--- src/rtl/keypad_pkg.sv ---
// -----------------------------------------------------------------------------
// keypad_pkg
// Shared constants for the 4x4 keypad scanner: matrix geometry, the width of
// the key-state vector, the column-state encoding and the rule that maps a
// (row, column) position onto a bit of the key-state vector.
// -----------------------------------------------------------------------------
package keypad_pkg;

  localparam int kRows     = 4;
  localparam int kCols     = 4;
  localparam int kKeyWidth = kRows * kCols;

  // Column currently being driven low.
  typedef enum logic [1:0] {
    COL0 = 2'd0,
    COL1 = 2'd1,
    COL2 = 2'd2,
    COL3 = 2'd3
  } col_e;

  // Key (r, c) lives at bit r*kCols + c of the key-state vector.
  function automatic int key_idx(input int r, input int c);
    return r * kCols + c;
  endfunction

endpackage

--- src/rtl/keypad_scanner_sync2.sv ---
// -----------------------------------------------------------------------------
// sync2
// Generic two-flop synchronizer for bringing asynchronous level signals into
// the clk domain.
//   i_clk    : destination clock
//   i_rst_n  : asynchronous active-low reset
//   i_d      : asynchronous input, kWidth bits
//   o_q      : synchronized output, two clk edges behind i_d
// kRstVal sets the value both stages take in reset, so a bus that idles high
// (pulled-up rows) does not look active while the chip comes out of reset.
// -----------------------------------------------------------------------------
module sync2 #(
  parameter int                kWidth  = 1,
  parameter logic [kWidth-1:0] kRstVal = '0
) (
  input  logic              i_clk,
  input  logic              i_rst_n,
  input  logic [kWidth-1:0] i_d,
  output logic [kWidth-1:0] o_q
);

  logic [kWidth-1:0] r_meta;
  logic [kWidth-1:0] r_sync;

  always_ff @(posedge i_clk or negedge i_rst_n) begin
    if (!i_rst_n) begin
      r_meta <= kRstVal;
      r_sync <= kRstVal;
    end else begin
      r_meta <= i_d;
      r_sync <= r_meta;
    end
  end

  assign o_q = r_sync;

endmodule

--- src/rtl/keypad_scanner.sv ---
// -----------------------------------------------------------------------------
// keypad_scanner
// Scans a 4x4 passive key matrix one column at a time, synchronizes the row
// returns, assembles a full-matrix frame every 4*kScanDiv cycles and debounces
// it: the key-state output only moves after kDebounceFrames identical
// consecutive frames, and only at a frame end, so readers always see a
// whole-frame-consistent vector.
//   clk         : system clock, rising edge
//   rst         : asynchronous active-low reset
//   row_in      : matrix rows, active-low, asynchronous to clk
//   col_out     : column drive, active-low, one-cold
//   keypad      : debounced key state, bit r*4+c set = key (r,c) pressed
//   key_changed : one-cycle pulse in the cycle keypad takes a new value
// -----------------------------------------------------------------------------
module keypad_scanner
  import keypad_pkg::*;
#(
  parameter int kScanDiv        = 1000,
  parameter int kDebounceFrames = 4
) (
  input  logic                 clk,
  input  logic                 rst,
  input  logic [kRows-1:0]     row_in,
  output logic [kCols-1:0]     col_out,
  output logic [kKeyWidth-1:0] keypad,
  output logic                 key_changed
);

  localparam int                kCntW    = $clog2(kScanDiv);
  localparam logic [kCntW-1:0]  kCntLast = kCntW'(kScanDiv - 1);
  localparam int                kStW     = $clog2(kDebounceFrames + 1);
  localparam logic [kStW-1:0]   kStMax   = kStW'(kDebounceFrames);
  localparam logic [kStW-1:0]   kStOne   = kStW'(1);

  logic [kRows-1:0]     w_row_q;
  logic [kRows-1:0]     w_row_s;
  logic                 w_sample;
  logic                 w_frame_end;
  col_e                 w_col_nxt;
  logic [kKeyWidth-1:0] w_full;
  logic [kStW-1:0]      w_new_cnt;

  logic [kCntW-1:0]     r_cnt;
  col_e                 r_col;
  logic [kCols-1:0]     r_col_out;
  logic [kKeyWidth-1:0] r_frame;
  logic [kKeyWidth-1:0] r_cand;
  logic [kStW-1:0]      r_stable;
  logic [kKeyWidth-1:0] r_keypad;
  logic                 r_changed;

  // Rows idle high, so the synchronizer resets to all-ones (nothing pressed).
  sync2 #(
    .kWidth  (kRows),
    .kRstVal ({kRows{1'b1}})
  ) u_row_sync (
    .i_clk   (clk),
    .i_rst_n (rst),
    .i_d     (row_in),
    .o_q     (w_row_q)
  );

  // Internally a 1 means pressed.
  assign w_row_s     = ~w_row_q;
  // Sampling on the last dwell cycle gives the column time to settle and the
  // synchronizer time to carry the settled rows through.
  assign w_sample    = (r_cnt == kCntLast);
  assign w_frame_end = w_sample && (r_col == COL3);
  assign w_col_nxt   = col_e'(r_col + 2'd1);

  // The column-3 bits are only being captured this cycle, so the frame under
  // comparison takes them straight from the synchronizer.
  always_comb begin
    w_full = r_frame;
    for (int r = 0; r < kRows; r++) begin
      w_full[key_idx(r, kCols - 1)] = w_row_s[r];
    end
  end

  always_comb begin
    w_new_cnt = kStOne;
    if (w_full == r_cand) begin
      w_new_cnt = (r_stable >= kStMax) ? kStMax : r_stable + kStOne;
    end
  end

  always_ff @(posedge clk or negedge rst) begin
    if (!rst) begin
      r_cnt     <= '0;
      r_col     <= COL0;
      r_col_out <= 4'b1110;
      r_frame   <= '0;
      r_cand    <= '0;
      r_stable  <= '0;
      r_keypad  <= '0;
      r_changed <= 1'b0;
    end else begin
      r_changed <= 1'b0;
      if (w_sample) begin
        r_cnt     <= '0;
        r_col     <= w_col_nxt;
        r_col_out <= ~(4'b0001 << w_col_nxt);
        for (int r = 0; r < kRows; r++) begin
          r_frame[key_idx(r, int'(r_col))] <= w_row_s[r];
        end
        if (w_frame_end) begin
          // When the frame matches the candidate, w_full already equals it.
          r_cand   <= w_full;
          r_stable <= w_new_cnt;
          if ((w_new_cnt == kStMax) && (w_full != r_keypad)) begin
            r_keypad  <= w_full;
            r_changed <= 1'b1;
          end
        end
      end else begin
        r_cnt <= r_cnt + 1'b1;
      end
    end
  end

  assign col_out     = r_col_out;
  assign keypad      = r_keypad;
  assign key_changed = r_changed;

endmodule

--- config.mk ---
export PLATFORM = sky130hd
export DESIGN_NAME = keypad_scanner
export DESIGN_NICKNAME = d
export VERILOG_FILES = /design/src/rtl/keypad_pkg.sv /design/src/rtl/keypad_scanner_sync2.sv /design/src/rtl/keypad_scanner.sv
export SDC_FILE = /design/constraint.sdc
export NUM_CORES = 1
export LEC_CHECK = 0
export BUFFER_PORTS_ARGS = -buffer_cell sky130_fd_sc_hd__buf_4
export CAP_MARGIN = 10
export CORE_MARGIN = 1.5
export CORE_UTILIZATION = 50
export DETAILED_ROUTE_END_ITERATION = 6
export PLACE_DENSITY = 0.71
export SETUP_SLACK_MARGIN = 0.15
export SLEW_MARGIN = 20
export SYNTH_ARGS = -nofsm -noshare
export SYNTH_HDL_FRONTEND = slang
export SYNTH_SLANG_ARGS = --single-unit
--- constraint.sdc ---
create_clock -name clk -period 2.23 [get_ports clk]
set_input_delay 0.1115 -clock clk [delete_from_list [all_inputs] [get_ports clk]]
set_output_delay 0.1115 -clock clk [all_outputs]
set_load 0.02 [all_outputs]
==> results of run 1 <==
worst min-delay path by stage:
stage	endpoint	cells past startpoint	startpoint
after floorplan	col_out[0]$_DFFE_PN0N_	0	rst
after global placement	u_row_sync.r_meta[0]$_DFF_PN1_	1	row_in[0]
after detailed placement	u_row_sync.r_meta[2]$_DFF_PN1_	1	row_in[2]
after CTS	u_row_sync.o_q[2]$_DFF_PN1_	0	u_row_sync.r_meta[2]$_DFF_PN1_
after global routing	u_row_sync.o_q[2]$_DFF_PN1_	0	u_row_sync.r_meta[2]$_DFF_PN1_
final	u_row_sync.o_q[3]$_DFF_PN1_	0	u_row_sync.r_meta[3]$_DFF_PN1_
layout by cell type (no fill, tap or decap), types with 5 or more instances in the layout:
cell / count
buf_4: 42
clkbuf_8: 10
dfrtp_1: 58
dfstp_2: 11
dlygate4sd3_1: 5
ha_1: 6
inv_1: 10
mux2_2: 13
mux2_4: 12
nand2_1: 30
nand4_1: 9
nor2_1: 7
o21ai_0: 24
xnor2_1: 23
xor2_1: 14
state kept, by name, indices dropped and copies added (netlist names), 2 cells and up:
register / cells
col_out: 4
keypad: 16
r_cand: 16
r_cnt: 10
r_col: 2
r_frame: 12
r_stable: 3
u_row_sync.o_q: 4
u_row_sync.r_meta: 4
cell families after synthesis:
kind of cell / Yosys count / synth area share (%)
adders and majority gates: 7 / 2.71
DFF: 72 / 56.1
muxes: 29 / 10.6
and+or+nand+nor: 67 / 11.3
AOI/OAI and AO/OA: 30 / 5.80
buffers and inverters: 20 / 2.94
xor gates and xnor gates: 39 / 10.6
stage by stage:
stage	utilization, %	power, mW	setup slack (ps)
after floorplan	-	1.37	88.8
after global placement	56.1	1.40	-1.69
after detailed placement	56.1	1.40	66.1
after CTS	62.5	2.58	121
after global routing	63.3	2.63	58.0
final	63.3	2.56	112
cell type report:
type,instances,area share [%]
tap,77,2.41
clock inverter,6,2.25
multi-input combinational,172,35.0
clock buffer,10,3.44
inverter,10,0.939
timing repair buffer,51,10.5
sequential,72,45.5
routing by layer:
| metal | track usage, % | vias up | routed length (um) |
|---|---|---|---|
| met1 | 26.8 | 1043 | 3090 |
| met5 | 0 | - | 0 |
| li1 | - | 999 | - |
| met2 | 28.6 | 29 | 3010 |
| met3 | 4.06 | 8 | 182 |
| met4 | 8.35 | 0 | 95 |
power by group through the flow:
| stage | logic, mW | clock network [mW] | registers, mW |
|---|---|---|---|
| after global placement | 0.0506 | 0 | 1.35 |
| after global routing | 0.0830 | 1.22 | 1.33 |
| after floorplan | 0.0219 | 0 | 1.34 |
| after detailed placement | 0.0502 | 0 | 1.35 |
| after CTS | 0.0729 | 1.18 | 1.33 |
| final | 0.0744 | 1.16 | 1.32 |
what timing repair did:
action | 4_1_cts | 5_1_grt
endpoints found under the hold margin | 65 | 0
setup endpoints to repair | 12 | 17
resized for setup | 9 | 7
gates cloned | 0 | 0
pin swaps | 5 | 3
hold buffers | 5 | 0
setup buffers | 10 | 3
==> impl_metrics.ini, run 1 <==
[status]
status = complete, no violations

[global_route]
grt_pass1_vias = 2039
grt_max_degree = 73
overflow = 0
antenna_found_initial = 0
grt_pass1_wl_mm = 10.1
grtUsageTotal_pct = 19.0

[setup_path]
crit_chain = ha_4 -> nand4b_4 -> or4_4 -> nor2_8 -> o311ai_4 -> buf_6 -> buf_4 -> mux2i_1
cp.required_ps = 2480
reg2reg_depth = 8
crit_buf_inv = 2
critPathTopFamily = simple AND/OR/NAND/NOR gates
crit_cells = 8
max_stage_delay_ps = 550
crit_start = r_cnt[0]$_DFF_PN0_
arrival_ps = 2370
path_class = reg -> reg
endpoint = keypad[11]$_DFFE_PN0P_
ff2ff_setup_slack_ps = 110
r2r_end = keypad[11]$_DFFE_PN0P_
crit_path_end_kind = register
critPathLaunchType = register
worst-path-max-fanout = 8
cp_slowest_cell = or4_4
regToRegStartpoint = r_cnt[0]$_DFF_PN0_

[placed_design]
dpl_cell_area_um2 = 3540
placed_cells = 364
gp_congestion = 0.740
numPortBuffers = 26
place_hpwl_mm = 4.06

[detailed_routing]
post_drt_wl_per_cell_um = 16.0
remaining_drc_errors = 0
via_per_inst = 5.22
via_count = 2079
drt-pass1-iter-count = 4
ant_nets = 0
routed_wl_mm = 6.38
dr.first_iter.drc_count = 127

[power_and_ir_drop]
p_sw_uw = 547
irDropWorstVdd_uv = 503
swShare_pct = 21.4
pwr-share-clk_pct = 45.3
combPwrFrac_pct = 2.9
p_leak_nw = 1.98
power_density_nw_per_um2 = 640
power_frac_seq_pct = 51.8
intPower_mw = 2.01

[yosys]
synth_warnings = 0
synthDistinctLibCells = 34
synthCells = 264
synthFlopType = dfrtp_1
yosys.cell_count.top_type = dfrtp_1
yosys-top-cells-count = 61 x dfrtp_1, 30 x nand2_1, 24 x o21ai_0, 23 x xnor2_1, 19 x mux2_2
avgSynthCellArea_um2 = 12.3
yosys-top-cells-area = dfrtp_1 47%, dfstp_2 8.9%, mux2_2 6.6%
synth_fp_nets = 277
synth_area_leader_cell = dfrtp_1
synth-seq-area-share_pct = 56.1
synth_area_um2 = 3240
synth_top_area_share_pct = 47.2
synthArstFlopShare_pct = 100
synth_seq_cells = 72
synth_edf_count = 0

[timing]
fmax_mhz = 472
relSlewSlack_pct = 40.2
holdWs_ps = 358
period_share_pct = 95.0
tns_ps = 0
slew_viol_final = 0
hold_viol = 0
worstMarginPinSlew_ps = 897
clock_skew_ps = 13.3
rsz0062_at_grt = yes
fin_crit_ps = 2120
setup_viol = 0

[clock_network]
clockBufferDepth = 2
path_clk_slew_ps = 80
cts.htree.levels = 3
cts_tree = built
cts_buffers = 9
cts_sinks = 72
clock_latency_ps = 340
cts-root-buf = clkbuf_8

[layout]
nets = 329
multiInputGateArea_um2 = 1400
final_layout_size_suffix_gt1_share_pct = 34.6
antenna_cells = 0
area_delta_synth_final_pct = 23.5
finalNonFillerCells = 398
seq_area_um2 = 1820
final_cell_area_um2 = 4000
fill_cells = 512

[floorplan]
coreArea_um2 = 6310
top_level_ports = 27
die_area_um2 = 6970
start_util_pct = 51.3
std_cell_rows = 29
die_h_um = 83.5
die_w_um = 83.5

[run]
maxCapViolations = 0

[hold_path]
hold_path.class = reg -> reg
Power figures use the tool's default switching activity.
==> run 2: changes to the inputs <==
Settings changed: CTS_BUF_LIST set to sky130_fd_sc_hd__clkbuf_2.
==> impl_metrics.ini, run 2 (synthesis results as in run 1) <==
[layout]
fin_util_pct = 62.1
multiInputGateArea_um2 = 1390
final_layout_size_suffix_gt1_share_pct = 35.0
nets = 331
seq_area_um2 = 1820
antenna_cells = 0
area_delta_synth_final_pct = 21.1
fill_cells = 516
mostFrequentLayoutCells = 59 x dfrtp_1, 44 x buf_4, 30 x nand2_1
layout_commonest_cell = dfrtp_1
final_cell_area_um2 = 3920

[global_route]
overflow = 0
grt_pass1_wl_mm = 9.86
grt_pass1_vias = 1993
grtUsageTotal_pct = 18.6
antenna_found_initial = 0
grt_max_degree = 73

[clock_network]
clock_latency_ps = 510
cts-root-buf = clkbuf_2
cts_tree = built
cts_buffers = 9
cts.htree.levels = 3
path_clk_slew_ps = 220
cts_sinks = 72
clockBufferDepth = 2

[detailed_routing]
routed_wl_mm = 6.18
wl_met3_um = 188
met1Wirelength_mm = 3.01
remaining_drc_errors = 0
via_count = 2097
dr.max_layer_used = met4
via_per_inst = 5.24
dr.first_iter.drc_count = 107
post_drt_wl_per_cell_um = 15.4
drt-pass1-iter-count = 4
ant_nets = 0
met2_length_mm = 2.88

[setup_path]
critPathLaunchType = register
crit_path_end_kind = register
crit_chain = ha_4 -> nand4b_4 -> or4_4 -> nor2_8 -> o311ai_4 -> buf_6 -> mux2_4
cp.required_ps = 2650
max_stage_delay_ps = 550
worst-path-max-fanout = 7
path_class = reg -> reg
arrival_ps = 2490
cp_slowest_cell = or4_4

[status]
status = complete, no violations

[power_and_ir_drop]
irDropWorstVdd_uv = 446
power_density_nw_per_um2 = 573
p_leak_nw = 1.95
power_mw = 2.25

[timing]
rsz0062_at_grt = yes
setup_viol = 0
hold_viol = 0
fmax_mhz = 483
tns_ps = 0
worstMarginPinSlew_ps = 892
period_share_pct = 92.8
clock_skew_ps = 34.2
relSlewSlack_pct = 40.5
slew_viol_final = 0
fin_crit_ps = 2070

[floorplan]
start_util_pct = 51.3
coreArea_um2 = 6310
die_area_um2 = 6970
die_h_um = 83.5
std_cell_rows = 29
die_w_um = 83.5
top_level_ports = 27

[hold_path]
hold_path.class = in -> reg

[run]
maxCapViolations = 0

[placed_design]
dpl_cell_area_um2 = 3540
gp_congestion = 0.740
numPortBuffers = 26
place_hpwl_mm = 4.06
==> run 2: path summary, 6_finish.rpt <==
| check | startpoint | to | slack, ps | cells after the start |
|---|---|---|---|---|
| max | r_cnt[1]$_DFF_PN0_ | keypad[14]$_DFFE_PN0P_ | 160 | 7 |
| min | row_in[3] | u_row_sync.r_meta[3]$_DFF_PN1_ | 220 | 2 |
| max reg2reg | r_cnt[1]$_DFF_PN0_ | keypad[14]$_DFFE_PN0P_ | 160 | 7 |
| min reg2reg | u_row_sync.r_meta[2]$_DFF_PN1_ | u_row_sync.o_q[2]$_DFF_PN1_ | 370 | 0 |
| max in group asynchronous | rst | r_frame[12]$_DFFE_PN0P_ | 1380 | 2 |
| min in group asynchronous | rst | r_cnt[4]$_DFF_PN0_ | 240 | 2 |
==> run 2: metrics by stage <==
step           hold slack (ps)  setup WS, ps  instances
2_1_floorplan             -184          88.8        264
3_3_place_gp               220         -1.69        364
3_5_place_dp               221          66.1        364
4_1_cts                    194           151        396
5_1_grt                    177          84.0        400
6_report                   221           162        400
==> run 2: cell type report <==
type | instances | area share [%]
Sequential cell | 72 | 46.4
Multi-Input combinational cell | 172 | 35.6
Timing Repair Buffer | 53 | 11.1
Tap cell | 77 | 2.46
Clock inverter | 7 | 2.39
Clock buffer | 9 | 1.15
Inverter | 10 | 0.958
==> run 2: where the power goes <==
| group | internal [mW] | switching, mW | total, mW | leakage [nW] |
|---|---|---|---|---|
| clock | 0.371 | 0.476 | 0.847 | 0.0799 |
| sequential | 1.32 | 0.00654 | 1.33 | 0.950 |
| combinational | 0.0286 | 0.0436 | 0.0722 | 0.916 |
| total | 1.72 | 0.526 | 2.25 | 1.95 |
==> run 2: layer usage <==
| layer | global-route usage, % | vias up |
|---|---|---|
| met5 | 0 | - |
| met1 | 26.4 | 1050 |
| met2 | 27.4 | 31 |
| li1 | - | 1005 |
| met4 | 9.69 | 0 |
| met3 | 3.46 | 11 |
==> run 2: repair_timing <==
item | CTS | global route
setup buffers | 11 | 4
resized for setup | 4 | 9
hold endpoints to repair | 65 | 0
endpoints found under the setup margin | 12 | 17
pin swaps | 2 | 4
hold buffers | 5 | 0
==> run 2: worst max-delay path: cells and delay by family (launching register included) <==
kind | cells | cell delay [ps]
AND/OR/NAND/NOR | 3 | 800
multiplexers | 1 | 290
buffers and inverters | 1 | 170
adder cells (fa/ha/maj) | 1 | 180
AO/OA/AOI/OAI | 1 | 110
flip-flops | 1 | 450
==> run 3: changes to the inputs <==
Settings changed: ABC_AREA set to 1.
==> impl_metrics.ini, run 3 <==
[status]
status = complete, no violations

[setup_path]
worst-path-max-fanout = 17
cp.required_ps = 2680
crit_path_end_kind = register
critPathTopFamily = simple AND/OR/NAND/NOR gates
arrival_ps = 2430
path_class = reg -> reg
crit_buf_inv = 2
critPathLaunchType = register
crit_chain = inv_2 -> nand2_1 -> nand2_1 -> nor2_1 -> nand2_1 -> nor2_4 -> nand2_4 -> nor2_8 -> buf_6 -> nand4_1 -> nand2_1
cpMostUsedCell = nand2_1
max_stage_delay_ps = 640
cp_slowest_cell = dfstp_2

[yosys]
avgSynthCellArea_um2 = 8.17
synth_warnings = 0
synthFlopType = dfrtp_1
yosys-top-cells-count = 159 x nand2_1, 61 x dfrtp_1, 48 x inv_1, 33 x o21ai_0, 25 x nor2_1
synth-seq-area-share_pct = 52.2
synthDistinctLibCells = 30
synth_top_area_share_pct = 43.9
synthArstFlopShare_pct = 100
synth_area_leader_cell = dfrtp_1
yosys-top-cells-area = dfrtp_1 44%, nand2_1 17%, dfstp_2 8.3%
synth_seq_cells = 72
yosys.cell_count.top_type = nand2_1
synthCells = 426
synth_edf_count = 0
synth_area_um2 = 3480
synth_fp_nets = 439

[power_and_ir_drop]
power_mw = 2.00
irDropWorstVdd_uv = 274
power_density_nw_per_um2 = 509
power_frac_seq_pct = 66.4
swShare_pct = 25.6
combPwrFrac_pct = 3.2
pwr-share-clk_pct = 30.4
p_sw_uw = 513
p_leak_nw = 2.00
intPower_mw = 1.49

[hold_path]
hold_path.class = in -> async

[layout]
layout_commonest_cell = nand2_1
fin_util_pct = 58.2
fill_cells = 614
nets = 479
antenna_cells = 0
mostFrequentLayoutCells = 159 x nand2_1, 61 x dfrtp_1, 48 x inv_1
area_delta_synth_final_pct = 13.1
final_layout_size_suffix_gt1_share_pct = 19.1

[clock_network]
clockBufferDepth = 2
clock_latency_ps = 510
cts_tree = built
cts.htree.levels = 3
path_clk_slew_ps = 200
cts-root-buf = clkbuf_2
cts_sinks = 72
cts_buffers = 9

[detailed_routing]
dr.first_iter.drc_count = 118
remaining_drc_errors = 0
via_count = 2769
via_per_inst = 5.03
routed_wl_mm = 7.24
ant_nets = 0
drt-pass1-iter-count = 5
post_drt_wl_per_cell_um = 13.1

[run]
maxCapViolations = 0

[timing]
slew_viol_final = 0
worstMarginPinSlew_ps = 882
hold_viol = 0
period_share_pct = 89.0
tns_ps = 0
postLayoutSetupSlackWorst_ps = 245
setup_viol = 0
fin_crit_ps = 1980
rsz0062_at_grt = no
clock_skew_ps = 34.1
fmax_mhz = 504
relSlewSlack_pct = 41.2
holdWs_ps = 230

[global_route]
overflow = 0
grt_max_degree = 73
antenna_found_initial = 0
grtUsageTotal_pct = 21.2
grt_pass1_wl_mm = 12.0
grt_pass1_vias = 2554

[placed_design]
place_ws_ps = 271
numPortBuffers = 26
place_hpwl_mm = 4.96
gp_congestion = 0.812

[floorplan]
start_util_pct = 51.5
die_w_um = 86.4
die_area_um2 = 7470
die_h_um = 86.4
std_cell_rows = 30
top_level_ports = 27
coreArea_um2 = 6760
## run 3: per-stage QoR
| stage | std cells | cell area, um^2 |
|---|---|---|
| 5_1_grt | 551 | 3940 |
| 3_5_place_dp | 527 | 3750 |
| 3_3_place_gp | 527 | 3750 |
| 2_1_floorplan | 426 | 3480 |
| 6_report | 551 | 3940 |
| 4_1_cts | 548 | 3890 |
## run 3: cell type report
type | instances | area, um^2 | area share (%)
inverter | 61 | 231 | 5.88
timing repair buffer | 37 | 294 | 7.47
tap | 80 | 100 | 2.54
multi-input combinational | 285 | 1410 | 35.8
sequential | 72 | 1820 | 46.1
clock inverter | 6 | 36.3 | 0.922
clock buffer | 10 | 50.0 | 1.27
## run 3: worst register-to-register path, cell delays in order (launching register included)
cell     delay (ps)
dfstp_2         640
inv_2            70
nand2_1          60
nand2_1          50
nor2_1          130
nand2_1         110
nor2_4          200
nand2_4          90
nor2_8          140
buf_6           200
nand4_1         150
nand2_1         110
## run 3: logic make-up after synthesis
family                     synth area share [%]
AOI/OAI and AO/OA                          7.37
DFF                                        52.2
buffers and inverters                      8.06
and+or+nand+nor                            28.3
adders and majority gates                  2.52
xor gates and xnor gates                   1.51
## run 3: metal layers
metal | vias up | global-route usage, % | part of all wire, %
met2 | 52 | 33.5 | 47
li1 | 1409 | - | -
met5 | - | 0 | 0
met1 | 1296 | 29.0 | 47
met3 | 12 | 4.29 | 3.8
met4 | 0 | 8.21 | 1.6
## run 3: worst paths after layout
check / startpoint / to / slack [ps] / cells after the start
hold reg to reg: u_row_sync.r_meta[2]$_DFF_PN1_ / u_row_sync.o_q[2]$_DFF_PN1_ / 370 / 0
setup / recovery: u_row_sync.o_q[2]$_DFF_PN1_ / keypad[14]$_DFFE_PN0P_ / 250 / 11
hold / removal: rst / r_cand[10]$_DFFE_PN0P_ / 230 / 2
max in group asynchronous: rst / r_cnt[0]$_DFF_PN0_ / 1390 / 2
min in group clk: row_in[0] / u_row_sync.r_meta[0]$_DFF_PN1_ / 230 / 2
setup reg to reg: u_row_sync.o_q[2]$_DFF_PN1_ / keypad[14]$_DFFE_PN0P_ / 250 / 11
## run 3: what timing repair did
action	4_1_cts	5_1_grt
setup buffers	0	2
endpoints found under the hold margin	65	0
endpoints found under the setup margin	0	15
hold buffers	5	0
resized for setup	0	4
## run 3: power groups by stage
stage	clock, mW	combinational, mW	sequential, mW
floorplan	0	0.0192	1.35
global placement	0	0.0562	1.35
detailed placement	0	0.0560	1.35
CTS	0.630	0.0632	1.33
global route	0.678	0.0736	1.33
finish	0.608	0.0640	1.33
